**config.mk**
```make
export PLATFORM = sky130hd
export DESIGN_NAME = scm_loader
export DESIGN_NICKNAME = d
export VERILOG_FILES = /design/src/rtl/scm_pkg.sv /design/src/rtl/scm_loader.sv
export SDC_FILE = /design/constraint.sdc
export NUM_CORES = 1
export LEC_CHECK = 0
export BUFFER_PORTS_ARGS = -buffer_cell sky130_fd_sc_hd__buf_2
export CAP_MARGIN = 40
export CORE_ASPECT_RATIO = 1.75
export CORE_MARGIN = 2
export CORE_UTILIZATION = 55
export CTS_CLUSTER_SIZE = 12
export DETAILED_ROUTE_END_ITERATION = 7
export HOLD_SLACK_MARGIN = 0.1
export PLACE_DENSITY = 0.83
export SLEW_MARGIN = 20
export SYNTH_ARGS = -nofsm -noshare
export SYNTH_HDL_FRONTEND = slang
export SYNTH_SLANG_ARGS = --single-unit
```
**constraint.sdc**
```tcl
create_clock -name clk_int -period 4.6 [get_ports clk_int]
set_input_delay 0.69 -clock clk_int [delete_from_list [all_inputs] [get_ports clk_int]]
set_output_delay 0.69 -clock clk_int [all_outputs]
set_load 0.01 [all_outputs]
```
**src/rtl/scm_pkg.sv**
```systemverilog
// Shared types and sizing helpers for the scm LUT store and its loader.
package scm_pkg;

  typedef enum logic [2:0] {
    ST_IDLE,
    ST_ACCEPT,
    ST_ISSUE,
    ST_SETTLE,
    ST_DONE
  } scm_ld_state_e;

  function automatic int scm_depth(input int c, input int k);
    return c * k;
  endfunction

  function automatic int scm_addr_width(input int c, input int k);
    return (c * k > 1) ? $clog2(c * k) : 1;
  endfunction

endpackage

```
**src/rtl/scm_loader.sv**
```systemverilog
// Write-side sequencer for the latch-based scm: streams entries to sequential
// addresses, pulsing we for one cycle and holding addr/data for one more.
module scm_loader
  import scm_pkg::*;
#(
  parameter int C              = 32,
  parameter int K              = 16,
  parameter int DataTypeWidth  = 16,
  parameter int TotalAddrWidth = scm_addr_width(C, K)
) (
  input  logic                      clk_int,
  input  logic                      rst_ni,
  input  logic                      start_i,
  input  logic                      abort_i,
  input  logic [TotalAddrWidth-1:0] start_addr_i,
  input  logic [TotalAddrWidth:0]   len_i,
  input  logic                      in_valid_i,
  input  logic [DataTypeWidth-1:0]  in_data_i,
  output logic                      in_ready_o,
  output logic [TotalAddrWidth-1:0] scm_waddr_o,
  output logic [DataTypeWidth-1:0]  scm_wdata_o,
  output logic                      scm_we_o,
  output logic                      busy_o,
  output logic                      done_o,
  output logic [TotalAddrWidth:0]   count_o
);

  localparam int D = scm_depth(C, K);
  localparam logic [TotalAddrWidth-1:0] LastAddr = TotalAddrWidth'(D - 1);

  scm_ld_state_e             state_q, state_d;
  logic [TotalAddrWidth-1:0] addr_q;
  logic [TotalAddrWidth:0]   left_q;
  logic                      abort_q;
  logic                      hs;

  assign hs = in_valid_i & in_ready_o;

  always_comb begin
    state_d    = state_q;
    in_ready_o = 1'b0;
    case (state_q)
      ST_IDLE:   if (start_i) state_d = (len_i == '0) ? ST_DONE : ST_ACCEPT;
      ST_ACCEPT: begin
        in_ready_o = 1'b1;
        if (in_valid_i)   state_d = ST_ISSUE;
        else if (abort_i) state_d = ST_DONE;
      end
      ST_ISSUE:  state_d = ST_SETTLE;
      // A fresh abort here still lets the in-flight write settle, but takes no new entry.
      ST_SETTLE: begin
        if (left_q == '0 || abort_q || abort_i) begin
          state_d = ST_DONE;
        end else begin
          in_ready_o = 1'b1;
          state_d    = in_valid_i ? ST_ISSUE : ST_ACCEPT;
        end
      end
      ST_DONE:   state_d = ST_IDLE;
      default:   state_d = ST_IDLE;
    endcase
  end

  always_ff @(posedge clk_int or negedge rst_ni) begin
    if (!rst_ni) begin
      state_q     <= ST_IDLE;
      addr_q      <= '0;
      left_q      <= '0;
      abort_q     <= 1'b0;
      scm_waddr_o <= '0;
      scm_wdata_o <= '0;
      scm_we_o    <= 1'b0;
      busy_o      <= 1'b0;
      done_o      <= 1'b0;
      count_o     <= '0;
    end else begin
      state_q  <= state_d;
      scm_we_o <= hs;
      done_o   <= (state_q == ST_DONE);
      if (state_q == ST_IDLE && start_i) begin
        addr_q  <= start_addr_i;
        left_q  <= len_i;
        count_o <= '0;
        abort_q <= 1'b0;
        busy_o  <= 1'b1;
      end
      if (state_q == ST_DONE) busy_o <= 1'b0;
      // addr/data only move on a handshake, so they stay put through SETTLE
      if (hs) begin
        scm_waddr_o <= addr_q;
        scm_wdata_o <= in_data_i;
        addr_q      <= (addr_q == LastAddr) ? '0 : addr_q + 1'b1;
        left_q      <= left_q - 1'b1;
      end
      if (state_q == ST_ISSUE) count_o <= count_o + 1'b1;
      if (abort_i && (state_q == ST_ISSUE || state_q == ST_SETTLE ||
                      (state_q == ST_ACCEPT && in_valid_i)))
        abort_q <= 1'b1;
    end
  end

endmodule

```
== Word level (Yosys, flattened, before mapping) ==
Cells that the tools add are included.
Word-level totals
  output and inout bits: 39
  input bits: 40
  logic and storage cells: 56
  bits in registers: 61
Cells by class
  reduce and logical (&&, ||, !) cells: 15
  muxes and demuxes: 20
  bitwise gates (word level): 1
  add/sub/neg operators: 3
  equal/unequal tests: 7
Operators by type and width (number)
  2-to-1 mux 10 bit: 4
  2-to-1 mux 9 bit: 3
  logical NOT 10 bit: 2
  2-to-1 mux 3 bit: 5
  case mux 3 bit (4 select lines): 1
  adder 10 x 1 -> 10 bit (second input constant): 1
  subtractor 10 x 1 -> 10 bit (second input constant): 1
  adder 9 x 1 -> 9 bit (second input constant): 1
  == test 9 bit (second input constant): 1
  nonzero test 2 bit: 4
  == test 3 x 2 -> 1 bit (second input constant): 2
  2-to-1 mux 1 bit: 5
  logical OR 1 bit: 4
  == test 3 x 1 -> 1 bit (second input constant): 1
  == test 3 bit (second input constant): 1
  logical AND 1 bit: 3
  logical NOT 3 bit: 1
  != test 3 bit (second input constant): 1
  2-to-1 mux 2 bit: 1
  != test 2 bit (second input constant): 1
  case mux 1 bit (2 select lines): 1
  AND reduction 2 bit: 1
  bitwise AND 1 bit: 1

== Logic depth before layout (Yosys ltp) ==
  word-level depth: 7
  depth in mapped cells: 9
  depth with buffers taken out: 8

== Least setup slack after synthesis ==
OpenSTA, ideal clock, no wires.
  path type: flip-flop to output port
  start point: register left_q[0]
  end point: output in_ready_o
  arrival time: 1.833 ns
  slack: 2.077 ns
  stages on the path, launching flop included: 7
  data required time: 3.910 ns
  path buffers: 1
  path through: dfrtp_1 -> inv_1 -> ha_1 -> or4b_1 -> buf_2 -> o31a_1 -> or2_2
Between the ends
  longest elaborated chain between the ends: 5
Ends and longest elaborated chain
  start, declared: RTL line scm_loader.sv:33  | logic [TotalAddrWidth:0] left_q;
  start signal, assigned: RTL line scm_loader.sv:82  | left_q <= len_i;
  start signal, assigned: RTL line scm_loader.sv:93  | left_q <= left_q - 1'b1;
  logical NOT 10 bit: RTL line scm_loader.sv:52  | if (left_q == '0 || abort_q || abort_i) begin
  logical OR 1 bit (2 in a row): RTL line scm_loader.sv:52
  2-to-1 mux 1 bit: RTL line scm_loader.sv:52
  case mux 1 bit (2 select lines): RTL line scm_loader.sv:42  | case (state_q)
  end, declared: RTL line scm_loader.sv:19  | output logic in_ready_o,
Every way passes these cells.

== Worst setup path in the final report ==
  start point: register left_q[0]
  end point: register addr_q[8]
Between the ends
  longest elaborated chain between the ends: 7
  elaborated cells on any way between the ends: 8
  those cells by class: 3 x mux; 1 x bitwise; 4 x reduce/logical
Ends and longest elaborated chain
  logical NOT 10 bit (*): RTL line scm_loader.sv:52
  logical OR 1 bit (*) (2 in a row): RTL line scm_loader.sv:52
  2-to-1 mux 1 bit (*): RTL line scm_loader.sv:52
  case mux 1 bit (2 select lines) (*): RTL line scm_loader.sv:42
  bitwise AND 1 bit (*): RTL line scm_loader.sv:37  | assign hs = in_valid_i & in_ready_o;
  2-to-1 mux 9 bit or nonzero test 2 bit (tied branches)
  end signal, assigned: RTL line scm_loader.sv:81  | addr_q <= start_addr_i;
  end signal, assigned: RTL line scm_loader.sv:92  | addr_q <= (addr_q == LastAddr) ? '0 : addr_q + 1'b1;
  end, declared: RTL line scm_loader.sv:32  | logic [TotalAddrWidth-1:0] addr_q;
Mark *: on every way between the ends. The rest lies on a longest branch, timed or not.
A chain may end at the register's enable or synchronous reset.

==> flow_summary.toml <==
[setup_path]
cp_data_arrival_time_ns = 3.62
reg2reg_depth = 7
crit_required_ns = 4.82
reg2reg_slack_ns = 1.20
crit_type = "flop to flop"
critical_path.startpoint_type = "flop"
crit_path_end_kind = "flop"
critPathMaxFanout = 20
r2r_end = "addr_q[8]"
timing.rr.start = "left_q[0]"

[synth]
synthTopCellsByCount = "dfrtp_1, nand2_1, mux2_2"
syn_area_um2 = 3050
synth-main-ff-cell = "dfrtp_1"
syn_nets = 324
synth_cell_type_count = 55
synth_top_cell_by_area = "dfrtp_1"
yosys_warnings = 0
synth_seq_cells = 61
ys_seq_area_frac = 0.5004
avgSynthCellArea_um2 = 10.89
synth_edf_count = 0
synthTopCellsByArea = "dfrtp_1, mux2_2, nand2_1"
synth_cells = 280
yosysTopAreaCellShare = 0.5004
async_flop_share = 1.000
synth_most_common_cell = "dfrtp_1"

[min_path]
holdCritPathClass = "primary input to asynchronous set/reset pin"

[layout]
drive_gt1_frac = 0.3481
finalNetCount = 401
fill_cells = 407
multiInputGateArea_um2 = 1423
fin_area_um2 = 3725
seqCellArea_um2 = 1526
syn2layout_area_growth_pct = 22.11
fin_cells = 436
antennaDiodeCount = 0

[die]
fp-row-count = 35
die_area_um2 = 6181
core_um2 = 5299
fp.dieH_um = 102.5
die_x_um = 60.30
io_pins = 79
start_util = 0.5757

[cts]
cts_setup_buffers = 0
cts_made_buffers = 9
cts.repair.resized = 0
cts_tree = "built"
holdBufCountCts = 0
clk_latency_ns = 0.34
path_clk_slew_ns = 0.07
clk_path_buf_depth = 2
clockRootBuffer = "clkbuf_8"
cts_sinks = 61
htree_num_levels = 3

[sta]
layout_worst_path_cycle_share = 0.7384
setup_viol = 0
final.setup.tns_ns = 0
worstMarginPinSlew_ns = 0.7420
rsz0062_at_grt = "no"
maxSlewHeadroom = 0.5045
hold_viol_final = 0
whs_ns = 0.4243
skew_ns = 0.01311
slew_viol_final = 0
fmax_mhz = 294.4
fin_crit_ns = 3.397

[power]
vdd_drop_max_uv = 436.0
leakagePower_nw = 1.729
power.density_nw_per_um2 = 647.0
design_power_total_w = 0.002410

[placed_design]
place_hpwl_um = 5193
io_buffers = 78
dpl.cell_count = 419
gp_congestion = 0.8339
placed_area_um2 = 3473

[detailed_routing]
post-route-drc-count = 0
wl_um = 7359
routedWlPerCell_um = 16.88
first_iter_violations = 137
vias = 2611
ant_nets = 0
viasPerCell = 5.989
drtPass1Iterations = 5

[global_route]
grt_pass1_wl_um = 11980
grt_pass1_vias = 2583
grt_usage = 0.2646
grt_max_degree = 62
antenna_found_initial = 0
gr-total-overflow = 0

[outcome]
status = "finished clean"

[job]
cap_violations = 0
==> metrics by stage <==
| step | utilization | setup WS, ns |
|---|---|---|
| after floorplan | - | 2.077 |
| after global placement | 0.6555 | 1.337 |
| after detailed placement | 0.6555 | 1.246 |
| after CTS | 0.6978 | 1.230 |
| after global routing | 0.7030 | 0.9239 |
| final | 0.7030 | 1.203 |
==> routing by layer <==
layer / vias to the layer above / share of wire / global-route usage
met5: - / 0 / 0
met4: 0 / 0.027 / 0.1265
met3: 15 / 0.051 / 0.08156
met2: 90 / 0.56 / 0.4390
met1: 1292 / 0.37 / 0.3048
li1: 1214 / - / -
==> registers in the layout, summed over array words and instances (netlist names) <==
signal and cells:
scm_we_o 1, scm_waddr_o 9, state_q 3, left_q 10, addr_q 9, abort_q 1, count_o 10, scm_wdata_o 16
done_o 1, busy_o 1
==> layout make-up <==
cell class,count,share of cell area
flip-flops and latches,61,0.4098
multi-input cells,197,0.3819
clock inverters,5,0.02217
well taps,74,0.02486
inverters,7,0.007054
repair buffers,81,0.1162
clock buffers,11,0.03796
==> placed cells by master (no fill, tap or decap), types with 4 or more instances in the layout <==
master and count:
o211ai_1 4, buf_2 78, o21a_1 4, nor3_1 8, dfrtp_1 61, nand2_1 25
ha_1 4, nor2_1 13, mux2i_1 9, inv_1 6, mux2_2 22, clkbuf_8 10
and3_1 6, and2_1 5, nor2b_1 4, o21ai_0 13, a221o_1 5, a32oi_1 4
nand3_1 13
==> power by group <==
group          internal, W  leakage, nW  total (W)  switching (W)
logic             0.000428        0.858   0.000908       0.000480
clock network     0.000322        0.114   0.000536       0.000214
registers         0.000759        0.757   0.000966       0.000208
total              0.00151         1.73    0.00241       0.000902
==> how the worst max path moves through the flow <==
stage	startpoint	to	slack [ns]	cells after the start
floorplan	left_q[0]	in_ready_o	2.08	6
global placement	left_q[0]	addr_q[8]	1.34	7
detailed placement	left_q[0]	addr_q[8]	1.25	7
CTS	left_q[0]	addr_q[8]	1.23	7
global route	left_q[0]	addr_q[8]	0.92	7
finish	left_q[0]	addr_q[8]	1.20	7
==> logic make-up (layout without fill, tap and decap cells) <==
group           after synthesis  after routing  share of synthesized area
simple gates                100            100                     0.1829
compound gates               58             58                     0.1423
flops                        61             61                     0.5004
mux                          34             34                     0.1218
fa+ha+maj                     4              4                    0.01641
buf+inv                      22            104                    0.03322
xor+xnor                      1              1                   0.002872
==> critical path, stage by stage, from the launching register on <==
cell and delay, ns:
dfrtp_1 0.39, inv_1 0.10, ha_1 0.22, or4b_1 0.62, nor4_4 0.65, or2_1 0.57, inv_2 0.32, a221o_1 0.42
No activity file was read; power rests on OpenSTA's default activity.
